File: src/rtl/instr_encoder_pkg.sv
// Shared encodings for the MIPS instruction encoder: request kinds,
// opcodes, R-type funct codes and the session FSM states.
package instr_encoder_pkg;

  typedef enum logic [3:0] {
    K_ADD  = 4'd0,
    K_SUB  = 4'd1,
    K_AND  = 4'd2,
    K_OR   = 4'd3,
    K_SLT  = 4'd4,
    K_LW   = 4'd5,
    K_SW   = 4'd6,
    K_BEQ  = 4'd7,
    K_ADDI = 4'd8,
    K_J    = 4'd9
  } kind_e;

  localparam logic [5:0] OP_RTYPE = 6'h00;
  localparam logic [5:0] OP_J     = 6'h02;
  localparam logic [5:0] OP_BEQ   = 6'h04;
  localparam logic [5:0] OP_ADDI  = 6'h08;
  localparam logic [5:0] OP_LW    = 6'h23;
  localparam logic [5:0] OP_SW    = 6'h2B;

  localparam logic [5:0] FN_ADD = 6'h20;
  localparam logic [5:0] FN_SUB = 6'h22;
  localparam logic [5:0] FN_AND = 6'h24;
  localparam logic [5:0] FN_OR  = 6'h25;
  localparam logic [5:0] FN_SLT = 6'h2A;

  typedef enum logic [1:0] {
    S_IDLE   = 2'd0,
    S_ACCEPT = 2'd1,
    S_WRITE  = 2'd2,
    S_DONE   = 2'd3
  } state_e;

  function automatic logic [31:0] rtype(input logic [4:0] rs, input logic [4:0] rt,
                                        input logic [4:0] rd, input logic [5:0] fn);
    return {OP_RTYPE, rs, rt, rd, 5'h00, fn};
  endfunction

  function automatic logic [31:0] itype(input logic [5:0] op, input logic [4:0] rs,
                                        input logic [4:0] rt, input logic [15:0] imm);
    return {op, rs, rt, imm};
  endfunction

endpackage

File: src/rtl/instr_encoder_if.sv
// Session control, request handshake and instruction-memory write bus.
interface instr_encoder_if #(parameter int ADDR_W = 8);
  logic              Start;
  logic [ADDR_W-1:0] BaseAddr;
  logic [ADDR_W-1:0] Count;
  logic              ReqValid;
  logic              ReqReady;
  logic [3:0]        ReqKind;
  logic [4:0]        Rs, Rt, Rd;
  logic [15:0]       Imm;
  logic [25:0]       Target;
  logic              ImemWE;
  logic [ADDR_W-1:0] ImemAddr;
  logic [31:0]       ImemWData;
  logic              Busy;
  logic              Done;
  logic              Err;

  modport master (
    output Start, BaseAddr, Count, ReqValid, ReqKind, Rs, Rt, Rd, Imm, Target,
    input  ReqReady, ImemWE, ImemAddr, ImemWData, Busy, Done, Err
  );

  modport slave (
    input  Start, BaseAddr, Count, ReqValid, ReqKind, Rs, Rt, Rd, Imm, Target,
    output ReqReady, ImemWE, ImemAddr, ImemWData, Busy, Done, Err
  );
endinterface

File: src/rtl/instr_encoder_pack.sv
// Combinational packer: request fields to a 32-bit MIPS word.
// Illegal kinds produce a NOP and raise o_illegal.
module instr_pack
  import instr_encoder_pkg::*;
(
  input  logic [3:0]  i_kind,
  input  logic [4:0]  i_rs,
  input  logic [4:0]  i_rt,
  input  logic [4:0]  i_rd,
  input  logic [15:0] i_imm,
  input  logic [25:0] i_target,
  output logic [31:0] o_word,
  output logic        o_illegal
);

  always_comb begin
    o_word    = 32'h0000_0000;
    o_illegal = 1'b0;
    case (i_kind)
      K_ADD:   o_word = rtype(i_rs, i_rt, i_rd, FN_ADD);
      K_SUB:   o_word = rtype(i_rs, i_rt, i_rd, FN_SUB);
      K_AND:   o_word = rtype(i_rs, i_rt, i_rd, FN_AND);
      K_OR:    o_word = rtype(i_rs, i_rt, i_rd, FN_OR);
      K_SLT:   o_word = rtype(i_rs, i_rt, i_rd, FN_SLT);
      K_LW:    o_word = itype(OP_LW,   i_rs, i_rt, i_imm);
      K_SW:    o_word = itype(OP_SW,   i_rs, i_rt, i_imm);
      K_BEQ:   o_word = itype(OP_BEQ,  i_rs, i_rt, i_imm);
      K_ADDI:  o_word = itype(OP_ADDI, i_rs, i_rt, i_imm);
      K_J:     o_word = {OP_J, i_target};
      default: o_illegal = 1'b1;
    endcase
  end

endmodule

File: src/rtl/instr_encoder.sv
// Load-session FSM: accepts encoded requests and writes them to
// consecutive instruction-memory words, one per two cycles.
module instr_encoder
  import instr_encoder_pkg::*;
#(
  parameter int ADDR_W = 8
) (
  input  logic             clk,
  input  logic             rst_n,
  instr_encoder_if.slave   bus
);

  state_e            r_state, w_next;
  logic [ADDR_W-1:0] r_addr, r_waddr, r_remaining;
  logic [31:0]       r_data;
  logic              r_err;
  logic [31:0]       w_word;
  logic              w_illegal;

  instr_pack u_pack (
    .i_kind    (bus.ReqKind),
    .i_rs      (bus.Rs),
    .i_rt      (bus.Rt),
    .i_rd      (bus.Rd),
    .i_imm     (bus.Imm),
    .i_target  (bus.Target),
    .o_word    (w_word),
    .o_illegal (w_illegal)
  );

  always_comb begin
    w_next = r_state;
    case (r_state)
      S_IDLE:   if (bus.Start) w_next = (bus.Count != '0) ? S_ACCEPT : S_DONE;
      S_ACCEPT: if (bus.ReqValid) w_next = S_WRITE;
      S_WRITE:  w_next = (r_remaining == ADDR_W'(1)) ? S_DONE : S_ACCEPT;
      S_DONE:   w_next = S_IDLE;
      default:  w_next = S_IDLE;
    endcase
  end

  always_ff @(posedge clk or negedge rst_n) begin
    if (!rst_n) begin
      r_state     <= S_IDLE;
      r_addr      <= '0;
      r_waddr     <= '0;
      r_remaining <= '0;
      r_data      <= '0;
      r_err       <= 1'b0;
    end else begin
      r_state <= w_next;
      case (r_state)
        S_IDLE: if (bus.Start) begin
          r_addr      <= bus.BaseAddr;
          r_remaining <= bus.Count;
          r_err       <= 1'b0;
        end
        // The write address is captured with the word so ImemAddr holds
        // the last written location once the session moves on.
        S_ACCEPT: if (bus.ReqValid) begin
          r_data  <= w_word;
          r_waddr <= r_addr;
          if (w_illegal) r_err <= 1'b1;
        end
        S_WRITE: begin
          r_addr      <= r_addr + ADDR_W'(1);
          r_remaining <= r_remaining - ADDR_W'(1);
        end
        default: ;
      endcase
    end
  end

  assign bus.ReqReady  = (r_state == S_ACCEPT);
  assign bus.ImemWE    = (r_state == S_WRITE);
  assign bus.ImemAddr  = r_waddr;
  assign bus.ImemWData = r_data;
  assign bus.Busy      = (r_state != S_IDLE);
  assign bus.Done      = (r_state == S_DONE);
  assign bus.Err       = r_err;

endmodule

File: src/flat_wrapper.sv
// flat-port wrapper written by rule: the top's interface ports become plain ports
module instr_encoder_flat import instr_encoder_pkg::*;
#(
  parameter int ADDR_W = 8
)
  (clk, rst_n, bus_Start, bus_BaseAddr, bus_Count, bus_ReqValid, bus_ReqKind, bus_Rs, bus_Rt, bus_Rd, bus_Imm, bus_Target, bus_ReqReady, bus_ImemWE, bus_ImemAddr, bus_ImemWData, bus_Busy, bus_Done, bus_Err);
  instr_encoder_if #(.ADDR_W(ADDR_W)) bus_i ();
  input  logic clk;
  input  logic rst_n;
  input wire logic [$bits(bus_i.Start)-1:0] bus_Start;
  input wire logic [$bits(bus_i.BaseAddr)-1:0] bus_BaseAddr;
  input wire logic [$bits(bus_i.Count)-1:0] bus_Count;
  input wire logic [$bits(bus_i.ReqValid)-1:0] bus_ReqValid;
  input wire logic [$bits(bus_i.ReqKind)-1:0] bus_ReqKind;
  input wire logic [$bits(bus_i.Rs)-1:0] bus_Rs;
  input wire logic [$bits(bus_i.Rt)-1:0] bus_Rt;
  input wire logic [$bits(bus_i.Rd)-1:0] bus_Rd;
  input wire logic [$bits(bus_i.Imm)-1:0] bus_Imm;
  input wire logic [$bits(bus_i.Target)-1:0] bus_Target;
  output wire logic [$bits(bus_i.ReqReady)-1:0] bus_ReqReady;
  output wire logic [$bits(bus_i.ImemWE)-1:0] bus_ImemWE;
  output wire logic [$bits(bus_i.ImemAddr)-1:0] bus_ImemAddr;
  output wire logic [$bits(bus_i.ImemWData)-1:0] bus_ImemWData;
  output wire logic [$bits(bus_i.Busy)-1:0] bus_Busy;
  output wire logic [$bits(bus_i.Done)-1:0] bus_Done;
  output wire logic [$bits(bus_i.Err)-1:0] bus_Err;
  assign bus_i.Start = bus_Start;
  assign bus_i.BaseAddr = bus_BaseAddr;
  assign bus_i.Count = bus_Count;
  assign bus_i.ReqValid = bus_ReqValid;
  assign bus_i.ReqKind = bus_ReqKind;
  assign bus_i.Rs = bus_Rs;
  assign bus_i.Rt = bus_Rt;
  assign bus_i.Rd = bus_Rd;
  assign bus_i.Imm = bus_Imm;
  assign bus_i.Target = bus_Target;
  assign bus_ReqReady = bus_i.ReqReady;
  assign bus_ImemWE = bus_i.ImemWE;
  assign bus_ImemAddr = bus_i.ImemAddr;
  assign bus_ImemWData = bus_i.ImemWData;
  assign bus_Busy = bus_i.Busy;
  assign bus_Done = bus_i.Done;
  assign bus_Err = bus_i.Err;
  instr_encoder #(.ADDR_W(ADDR_W)) u_core (.clk(clk), .rst_n(rst_n), .bus(bus_i));
endmodule
File: config.mk
export PLATFORM = sky130hd
export DESIGN_NAME = instr_encoder_flat
export DESIGN_NICKNAME = d
export VERILOG_FILES = /design/src/rtl/instr_encoder_pkg.sv /design/src/rtl/instr_encoder_if.sv /design/src/rtl/instr_encoder_pack.sv /design/src/rtl/instr_encoder.sv /design/src/flat_wrapper.sv
export SDC_FILE = /design/constraint.sdc
export NUM_CORES = 1
export LEC_CHECK = 0
export CORE_MARGIN = 2
export CORE_UTILIZATION = 48
export DETAILED_ROUTE_END_ITERATION = 10
export GPL_ROUTABILITY_DRIVEN = 1
export HOLD_SLACK_MARGIN = 0.1
export PLACE_DENSITY = 0.87
export SYNTH_ARGS = -nofsm -noshare
export SYNTH_HDL_FRONTEND = slang
export SYNTH_SLANG_ARGS = --single-unit
File: constraint.sdc
create_clock -name clk -period 3.65 [get_ports clk]
set_input_delay 0.73 -clock clk [delete_from_list [all_inputs] [get_ports clk]]
set_output_delay 0.73 -clock clk [all_outputs]
set_load 0.1 [all_outputs]
# After elaboration in Yosys (flattened, before gate mapping)
# Index checks and enable logic that the tools add are counted.
# word_totals
input_bits	81
regBits	59
output_inout_bits	45
# op_classes
add_sub_neg	2
eq_ne	16
n_mux	14
n_reduce_logical	11
# op_table
op	count
one-hot mux 32 bit (10 select lines)	1
one-hot mux 8 bit (2 select lines)	2
equality test 4 x 3 -> 1 bit, second input constant	4
two-way mux 8 bit	2
OR reduction 10 bit	1
adder 8 x 1 -> 8 bit, second input constant	1
equality test 4 x 2 -> 1 bit, second input constant	2
equality test 4 bit, second input constant	2
equality test 8 x 1 -> 1 bit, second input constant	1
two-way mux 2 bit	4
one-hot mux 2 bit (4 select lines)	1
nonzero test 8 bit	1
subtractor 8 x 1 -> 8 bit, second input constant	1
inequality test 2 bit, second input constant	3
AND reduction 2 bit	3
nonzero test 2 bit	3
equality test 2 bit, second input constant	2
equality test 4 x 1 -> 1 bit, second input constant	1
zero test 4 bit	1
AND reduction 4 bit	1
two-way mux 1 bit	3
equality test 2 x 1 -> 1 bit, second input constant	1
zero test 2 bit	1
one-hot mux 1 bit (2 select lines)	1

# Depth between registers and ports, before layout
# Gate-level depths: netlist of the first run.
# depth
word_depth	5
ltp_mapped	7
depth_no_buf	6

# By module
# Synthesis of the first run repeated with hierarchy kept, for this count alone.
# unflattened
hier_cells	292
hier_area_um2	3201.8
# modules_own_cells
mod	instances	cells_each	area_each_um2	seq_area_each_um2
instr_encoder	1	217	2630.0	1476.4
instr_pack	1	75	571.8	0.0

# Worst setup path before layout of the first run
# No wires, ideal clock.
# synth_timing
path_kind	register to output
start	register u_core.r_state[1]
end	output port bus_Done
slack_ns	1.375
path_stages_with_launch	4
arrival_time_ns	1.545
cell_sequence	dfrtp_1 > buf_2 > clkbuf_1 > and2_1
# synth_via
elab_chain_cells	1
# synth_rtl
item	line_no	source
from (decl)	instr_encoder.sv:13	state_e r_state, w_next;
from (signal assigned)	instr_encoder.sv:51	r_state <= w_next;
equality test 2 bit	instr_encoder.sv:79	assign bus.Done = (r_state == S_DONE);
to (decl)	flat_wrapper.sv:25	output wire logic [$bits(bus_i.Done)-1:0] bus_Done;
# No other way between the ends.

# Worst setup path after layout of the first run
# layout_timing
start	register u_core.r_state[1]
end	output port bus_ImemWE
# layout_via
elab_chain_cells	1
# layout_rtl
item	line_no	source
equality test 2 bit	instr_encoder.sv:75	assign bus.ImemWE = (r_state == S_WRITE);
to (decl)	flat_wrapper.sv:21	output wire logic [$bits(bus_i.ImemWE)-1:0] bus_ImemWE;
# No other way between the ends.

==> impl_metrics.json, run 1 <==
{
  "power_leakage_nw": 1.97,
  "busiest_layer": "met2",
  "r2r-end": "u_core.bus.ImemWData[1]",
  "synth_xor_area_share_pct": 1.08,
  "cts_made_buffers": 9,
  "final_cells": 571,
  "tightest_slew_ps": 1020,
  "routed_wl_um": 9560,
  "crit_required_ps": 2920,
  "seqPwrFrac_pct": 25.5,
  "p_per_area_mw_per_mm2": 1020,
  "syn_nets": 456,
  "met2_usage_pct": 42.1,
  "drive_above_1_share_pct": 8.15,
  "overflow": 0,
  "startpoint_type": "flip-flop",
  "drc": 0,
  "place_ws_ps": 777,
  "switchingPower_mw": 2.73,
  "clkTransAtPathRegs_ps": 60,
  "synth_area_sq_mm": 0.00326,
  "clock.fmax_mhz": 344,
  "synth-simple-area-share_pct": 19.0,
  "p_int_mw": 2.07,
  "yosysWarnings": 0,
  "synthFlopType": "dfrtp_1",
  "ys_ff_latch": 57,
  "slew_violations": 0,
  "portBuffers": 124,
  "grtUsageTotal_pct": 26.4,
  "ctsResizeCount": 0,
  "cts-root-buf": "clkbuf_8",
  "grtUsageMet3_pct": 4.67,
  "finish.utilization_pct": 70.5,
  "start_util_pct": 48.8,
  "setup-tns-final_ps": 0,
  "arrival_ps": 2180,
  "grt_start_max_net_pins": 38,
  "htreeDepth": 3,
  "antenna_left": 0,
  "synth.distinct_cells": 54,
  "rsz0062_at_grt": "no",
  "cts_hold_buf": 0,
  "cts_tree": "done",
  "initialDrtViolationCount": 291,
  "holdPathEnd": "u_core.bus.ImemAddr[3]",
  "synthArstFlopShare_pct": 100,
  "antenna_found_initial": 0,
  "vdd_ir_drop_max_v": 0.000567,
  "max-slew-margin-rel_pct": 31.6,
  "io_pins": 126,
  "final_nets": 571,
  "core_area_sq_mm": 0.00668,
  "r2r_start": "u_core.r_state[1]",
  "synthTopCellsByCount": "dfrtp_1 (57), nand2_1 (56), nor2_1 (40)",
  "synthAdderAreaFrac_pct": 1.15,
  "swShare_pct": 56.8,
  "synth_area_leaders": "dfrtp_1 (44%), nand2_1 (6.5%), nor2_1 (4.6%)",
  "fp.dieW_um": 86.4,
  "cap_violations": 0,
  "yosysMostFrequentCell": "dfrtp_1",
  "synth_edf_count": 0,
  "insertion_delay_ps": 340,
  "hp-start": "u_core.bus.ImemAddr[3]",
  "fin_ws_ps": 744,
  "row_count": 30,
  "worst-setup-path-type": "reg2out",
  "yosys.area.top_type": "dfrtp_1",
  "fillers": 522,
  "synth.mux.area_fraction_pct": 4.92,
  "cts_buffer_depth": 2,
  "synth.avg_cell_area_sq_um": 8.76,
  "post_cts_buffers": 0,
  "timing.final.crit_share_pct": 79.6,
  "hold_class": "reg2reg",
  "grt_pass1_wl_um": 15400,
  "synthToLayoutAreaGrowth_pct": 44.5,
  "min_period_ps": 2910,
  "final_cell_area_sq_mm": 0.00471,
  "finalHoldWorstSlack_ps": 475,
  "place_congestion": 0.886,
  "die_area_sq_mm": 0.00746,
  "power_mw": 4.80,
  "reg2reg_depth": 4,
  "n_antenna_cell": 0,
  "hold_viol": 0,
  "placed_cell_area_sq_mm": 0.00450,
  "routedWlPerCell_um": 16.7,
  "grt_use_met1_pct": 35.4,
  "synthCells": 372,
  "rrSetupSlack_ps": 1390,
  "ys_seq_area_share_pct": 43.8,
  "skew_ps": 7.17,
  "end_kind": "output pin",
  "outcome": "finished, final reports clean",
  "synth_top_family_by_area": "compound AO/OA/AOI/OAI gates",
  "p_comb_share_pct": 61.2,
  "chipHeight_um": 86.4,
  "first_global_vias": 3203,
  "synth-compound-area-share_pct": 25.0,
  "dp_hpwl_um": 6800,
  "hold_depth": 2,
  "vias": 3376,
  "startpoint": "u_core.r_state[1]",
  "viasPerCell": 5.91,
  "clock-sinks": 57,
  "first_pass_iters": 5,
  "place_inst": 556,
  "finalSetupViolations": 0,
  "clkPwrFrac_pct": 13.3,
  "yosysTopAreaCellShare_pct": 43.8,
  "critPathMaxFanout": 28
}
-- routing by layer --
layer / vias up / part of all wire (%)
li1: 1584 / -
met1: 1618 / 41
met2: 157 / 50
met3: 17 / 6.7
met4: 0 / 2.0
met5: - / 0
-- worst max-delay path by stage --
stage	endpoint	cells after the start
CTS	bus_ImemWE	3
finish	bus_ImemWE	3
floorplan	bus_Done	3
detailed placement	u_core.bus.ImemWData[12]	6
global route	bus_ImemWE	3
global placement	u_core.bus.ImemWData[12]	6
-- cell usage in the layout, fill, tap and decap left out, types with 2 or more instances in the layout --
cell,count
nand3_1,6
o31ai_1,4
clkdlybuf4s50_1,119
a221o_1,3
a221oi_1,11
mux2i_1,7
and3_1,4
nand4_1,3
o21ai_0,20
o22ai_1,12
a222oi_1,3
a31oi_1,4
ha_1,3
nand2_1,56
mux2_2,7
nor2b_1,5
clkbuf_8,13
o22a_1,9
a21oi_1,29
a22oi_1,8
nor4_1,2
buf_4,8
inv_1,10
or3_1,2
a211oi_1,4
dfrtp_1,57
nor2_1,40
and2_1,2
nand2b_1,7
xor2_1,3
a22o_1,5
-- worst max-delay path: stages (launching register included) --
cell and delay, ps:
dfrtp_1 920, nand2b_1 320, clkinv_1 260, buf_4 330
-- flip-flops by register name, summed over array words and instances, names as in the netlist --
signal,count
u_core.bus.ImemAddr,8
u_core.bus.Err,1
u_core.bus.ImemWData,30
u_core.r_state,2
u_core.r_addr,8
u_core.r_remaining,8
-- logic make-up (layout without fill, tap and decap cells) --
| kind of cell | count (synthesis) | in the layout |
|---|---|---|
| XOR/XNOR | 4 | 4 |
| buffers and inverters | 35 | 154 |
| other | 1 | 1 |
| multiplexers | 15 | 15 |
| AND/OR/NAND/NOR | 137 | 137 |
| AO/OA/AOI/OAI | 120 | 120 |
| flip-flops | 57 | 57 |
| adder cells (fa/ha/maj) | 3 | 3 |
-- layout make-up --
cell class | count | area, sq um | area share [%]
multi-input cells | 280 | 1670 | 35.5
flip-flops and latches | 57 | 1430 | 30.3
repair buffers | 128 | 1260 | 26.7
clock buffers | 13 | 179 | 3.80
well taps | 80 | 100 | 2.13
inverters | 11 | 41.3 | 0.877
clock inverters | 2 | 35.0 | 0.744
-- power by group through the flow --
stage | clock, mW | combinational [mW] | sequential (mW)
after floorplan | 0 | 0.901 | 2.51
after global placement | 0 | 2.88 | 1.21
after detailed placement | 0 | 2.92 | 1.22
after CTS | 0.641 | 2.94 | 1.21
after global routing | 0.672 | 3.07 | 1.27
final | 0.640 | 2.94 | 1.22
(Power assumes the default switching activity.)
==> inputs of run 2 (changes only) <==
--- a/config.mk
+++ b/config.mk
@@ -6,11 +6,11 @@
 export NUM_CORES = 1
 export LEC_CHECK = 0
 export CORE_MARGIN = 2
-export CORE_UTILIZATION = 48
+export CORE_UTILIZATION = 44
 export DETAILED_ROUTE_END_ITERATION = 10
 export GPL_ROUTABILITY_DRIVEN = 1
 export HOLD_SLACK_MARGIN = 0.1
-export PLACE_DENSITY = 0.87
+export PLACE_DENSITY = 0.8
 export SYNTH_ARGS = -nofsm -noshare
 export SYNTH_HDL_FRONTEND = slang
 export SYNTH_SLANG_ARGS = --single-unit
==> constraint.sdc (replaced) <==
create_clock -name clk -period 2.7 [get_ports clk]
set_input_delay 0.54 -clock clk [delete_from_list [all_inputs] [get_ports clk]]
set_output_delay 0.54 -clock clk [all_outputs]
set_load 0.1 [all_outputs]
==> run 2 against run 1 <==
Compared with the run above: worst setup slack got worse by 280 ps; utilization decreased by 5.5 points; critical path depth unchanged; largest power group unchanged.
==> impl_metrics.json, run 2 (synthesized netlist as in run 1, its figures left out) <==
{
  "outcome": "finished, final reports clean",
  "min_period_ps": 2240,
  "cts_hold_buf": 1,
  "insertion_delay_ps": 330,
  "core_area_sq_mm": 0.00721,
  "htreeDepth": 3,
  "grt_start_max_net_pins": 48,
  "cts_buffer_depth": 2,
  "final_common_cell": "clkdlybuf4s50_1",
  "multiInputGateArea_sq_mm": 0.00167,
  "viasPerCell": 5.49,
  "io_pins": 126,
  "post_cts_buffers": 0,
  "first_pass_iters": 5,
  "cts-root-buf": "clkbuf_8",
  "startpoint_type": "flip-flop",
  "hold_viol": 0,
  "crit_required_ps": 2160,
  "n_antenna_cell": 0,
  "cts_tree": "done",
  "largest_reg_flops": 30,
  "finish.utilization_pct": 65.0,
  "tightest_slew_ps": 520,
  "rsz0062_at_grt": "no",
  "hold_class": "reg2reg",
  "clkTransAtPathRegs_ps": 60,
  "worst-setup-path-type": "reg2out",
  "drc": 0,
  "finalSetupViolations": 0,
  "grtUsageTotal_pct": 23.5,
  "clock-sinks": 57,
  "antenna_found_initial": 0,
  "place_congestion": 0.883,
  "first_global_vias": 3329,
  "row_count": 31,
  "routed_wl_um": 9370,
  "power_leakage_nw": 2.05,
  "end_kind": "output pin",
  "clock.fmax_mhz": 447,
  "dp_hpwl_um": 7120,
  "max-slew-margin-rel_pct": 65.2,
  "chipHeight_um": 90.1,
  "arrival_ps": 1700,
  "grt_pass1_wl_um": 15500,
  "vdd_ir_drop_max_v": 0.00116,
  "cts_made_buffers": 9,
  "seq_area_sq_mm": 0.00143,
  "portBuffers": 124,
  "fillers": 610,
  "skew_ps": 7.89,
  "overflow": 0,
  "routedWlPerCell_um": 15.6,
  "layout_common_cells": "clkdlybuf4s50_1 (79), dfrtp_1 (57), nand2_1 (56)",
  "start_util_pct": 45.2,
  "antenna_left": 0,
  "final_nets": 579,
  "initialDrtViolationCount": 184,
  "p_per_area_mw_per_mm2": 1340,
  "die_area_sq_mm": 0.00811,
  "vias": 3289,
  "critPathMaxFanout": 15,
  "drive_above_1_share_pct": 17.4,
  "synthToLayoutAreaGrowth_pct": 44.0,
  "rrSetupSlack_ps": 660,
  "cap_violations": 0,
  "ctsResizeCount": 0,
  "fp.dieW_um": 90.1,
  "slew_violations": 0,
  "setup-tns-final_ps": 0,
  "finalHoldWorstSlack_ps": 467,
  "timing.final.crit_share_pct": 82.8
}
[run 2: per-layer routing]
metal | routed length, um | GRT usage, %
met3 | 463 | 4.19
met5 | 0 | 0
met2 | 4710 | 39.5
met1 | 3980 | 29.7
met4 | 217 | 10.0
[run 2: final cells by class]
cell class                 count  share of cell area (%)
multi-input combinational    280                    35.6
tap                           99                    2.64
inverter                      11                   0.880
clock inverter                 5                   0.667
clock buffer                  11                    3.01
sequential                    57                    30.4
timing repair buffer         136                    26.8
[run 2: worst max-delay path: stages (launching register included)]
cell and delay [ps]:
dfrtp_1 660, buf_4 280, and2_1 140, buf_4 280
[run 2: worst paths after layout]
check,startpoint,to,depth (start not counted)
worst max register to register,u_core.r_state[0],u_core.bus.ImemWData[2],4
worst min-delay path,u_core.bus.ImemWData[28],u_core.bus.ImemWData[28],2
max in group asynchronous,rst_n,u_core.r_addr[5],3
worst max-delay path,u_core.r_state[1],bus_Done,3
worst min register to register,u_core.bus.ImemWData[28],u_core.bus.ImemWData[28],2
min in group asynchronous,rst_n,u_core.bus.ImemWData[12],2
[run 2: power breakdown]
part | leakage [nW] | internal [mW] | switching [mW] | total [mW]
Clock | 0.0891 | 0.354 | 0.343 | 0.697
Combinational | 1.27 | 0.999 | 2.94 | 3.94
Sequential | 0.692 | 1.24 | 0.391 | 1.64
[run 2: stage by stage]
step | cell area (sq um) | worst slack, ps | power, mW | cells
after floorplan | 3260 | 470 | 4.62 | 372
after global placement | 4510 | 432 | 5.52 | 582
after detailed placement | 4510 | 354 | 5.59 | 582
after CTS | 4690 | 471 | 6.30 | 599
after global routing | 4690 | 392 | 6.59 | 599
final | 4690 | 464 | 6.27 | 599
==> inputs of run 3 (changes only) <==
==> constraint.sdc (replaced) <==
create_clock -name clk -period 2.2 [get_ports clk]
set_input_delay 0.44 -clock clk [delete_from_list [all_inputs] [get_ports clk]]
set_output_delay 0.44 -clock clk [all_outputs]
set_load 0.1 [all_outputs]
==> run 3 against run 2 <==
Compared with the run above: critical path depth grew 2; via count grew 2.2%; worst setup slack lost 320 ps; worst hold slack gained 4.3 ps.
==> impl_metrics.json, run 3 (synthesized netlist as in run 1, its figures left out) <==
{
  "dp_hpwl_um": 7370,
  "final_cells": 607,
  "arrival_ps": 2310,
  "insertion_delay_ps": 330,
  "row_count": 31,
  "cap_violations": 0,
  "place_congestion": 0.875,
  "swShare_pct": 57.4,
  "max-slew-margin-rel_pct": 28.4,
  "start_util_pct": 45.2,
  "end_kind": "flip-flop",
  "initialDrtViolationCount": 156,
  "cts_tree": "done",
  "largest_reg_flops": 30,
  "fin_ws_ps": 143,
  "outcome": "finished, final reports clean",
  "clkTransAtPathRegs_ps": 70,
  "hold_class": "reg2reg",
  "cpLargestDelayFamily": "simple AND/OR/NAND/NOR gates",
  "cts-root-buf": "clkbuf_8",
  "overflow": 0,
  "io_pins": 126,
  "chipHeight_um": 90.1,
  "clkPwrFrac_pct": 12.4,
  "startpoint_type": "input pin",
  "final_common_cell": "clkdlybuf4s50_1",
  "vias": 3360,
  "grtUsageTotal_pct": 24.7,
  "min_period_ps": 2060,
  "cp_slowest_stage_delay_ps": 820,
  "switchingPower_mw": 4.54,
  "die_area_sq_mm": 0.00811,
  "path_buf_inv": 1,
  "grt_pass1_wl_um": 16300,
  "cts_made_buffers": 9,
  "seq_area_sq_mm": 0.00143,
  "tightest_slew_ps": 1070,
  "portBuffers": 124,
  "first_pass_iters": 4,
  "critPathMaxFanout": 14,
  "htreeDepth": 3,
  "finalSetupViolations": 0,
  "final_nets": 587,
  "place_inst": 590,
  "n_antenna_cell": 0,
  "p_int_mw": 3.37,
  "synthToLayoutAreaGrowth_pct": 47.5,
  "fp.dieW_um": 90.1,
  "hold_viol": 0,
  "seqPwrFrac_pct": 25.3,
  "fillers": 608,
  "routedWlPerCell_um": 16.1,
  "routed_wl_um": 9760,
  "rsz0062_at_grt": "no",
  "crit_required_ps": 2450,
  "multiInputGateArea_sq_mm": 0.00168,
  "cts_buffer_depth": 2,
  "place_ws_ps": -145,
  "worst-setup-path-type": "in2reg",
  "clock.fmax_mhz": 486,
  "core_area_sq_mm": 0.00721,
  "layout_common_cells": "clkdlybuf4s50_1 (79), buf_4 (58), dfrtp_1 (57)",
  "slew_violations": 0,
  "antenna_left": 0,
  "clock-sinks": 57,
  "drc": 0,
  "vdd_ir_drop_max_v": 0.00132,
  "antenna_found_initial": 0,
  "drive_above_1_share_pct": 18.7,
  "skew_ps": 8.12,
  "p_comb_share_pct": 62.3,
  "cpMaxStageDelayCell": "nor2_1",
  "grt_start_max_net_pins": 38,
  "crit_chain": "clkdlybuf4s50_1 > nand2b_1 > nor2_1 > a222oi_1 > a21oi_1",
  "viasPerCell": 5.54,
  "power_leakage_nw": 2.10,
  "timing.final.crit_share_pct": 93.5,
  "p_per_area_mw_per_mm2": 1650,
  "finish.utilization_pct": 66.6,
  "first_global_vias": 3366
}
run 3: cell count changes in the layout (fill, tap and decap cells not counted), sizes merged:
cell,previous run,this run
clkinv,5,3
clkinvlp,1,2
bufinv,0,1
buf,56,64
run 3: power groups by stage:
stage	registers (mW)	clock network (mW)	logic, mW
after floorplan	4.17	0	1.50
after global placement	1.99	0	4.87
after detailed placement	2.01	0	4.94
after CTS	2.00	1.00	4.95
after global routing	2.08	1.05	5.18
final	2.00	0.980	4.93
run 3: per-layer routing:
metal	track usage, %	vias up	part of all wire [%]
li1	-	1608	-
met1	31.1	1591	41
met2	41.4	137	50
met3	4.11	24	5.7
met4	11.5	0	2.9
met5	0	-	0
run 3: area by class of cell:
| type | count | share of cell area (%) |
|---|---|---|
| inverters | 11 | 0.859 |
| multi-input cells | 280 | 34.9 |
| repair buffers | 144 | 27.9 |
| clock inverters | 5 | 1.15 |
| flip-flops and latches | 57 | 29.7 |
| clock buffers | 11 | 2.94 |
| well taps | 99 | 2.58 |
run 3: final timing paths:
check	depth (start not counted)	end	slack (ps)	startpoint
setup / recovery	5	u_core.bus.ImemWData[14]	140	bus_ReqKind[2]
setup reg to reg	4	u_core.bus.ImemWData[1]	410	u_core.r_state[0]
min in group asynchronous	2	u_core.bus.ImemWData[0]	620	rst_n
hold reg to reg	2	u_core.bus.ImemWData[28]	470	u_core.bus.ImemWData[28]
max in group asynchronous	3	u_core.bus.ImemAddr[2]	1000	rst_n
hold / removal	2	u_core.bus.ImemWData[28]	470	u_core.bus.ImemWData[28]
run 3: what timing repair did:
item | 4_1_cts | 5_1_grt
setup buffers | 0 | 0
endpoints found under the hold margin | 20 | 0
endpoints found under the setup margin | 0 | 0
resized for setup | 0 | 0
hold buffers | 1 | 0
run 3: per-stage QoR:
stage / total power, mW / hold WS [ps] / cell area, sq um / TNS, ps
after global placement: 6.85 / 437 / 4600 / -262
after global routing: 8.31 / 515 / 4810 / 0
after floorplan: 5.67 / 144 / 3260 / 0
final: 7.92 / 471 / 4810 / 0
after CTS: 7.95 / 477 / 4810 / 0
after detailed placement: 6.95 / 444 / 4600 / -460
run 3: worst register-to-register path: cells and delay by family, from the launching register on:
family,cells,cell delay (ps)
flops,1,590
simple gates,2,560
compound gates,2,570
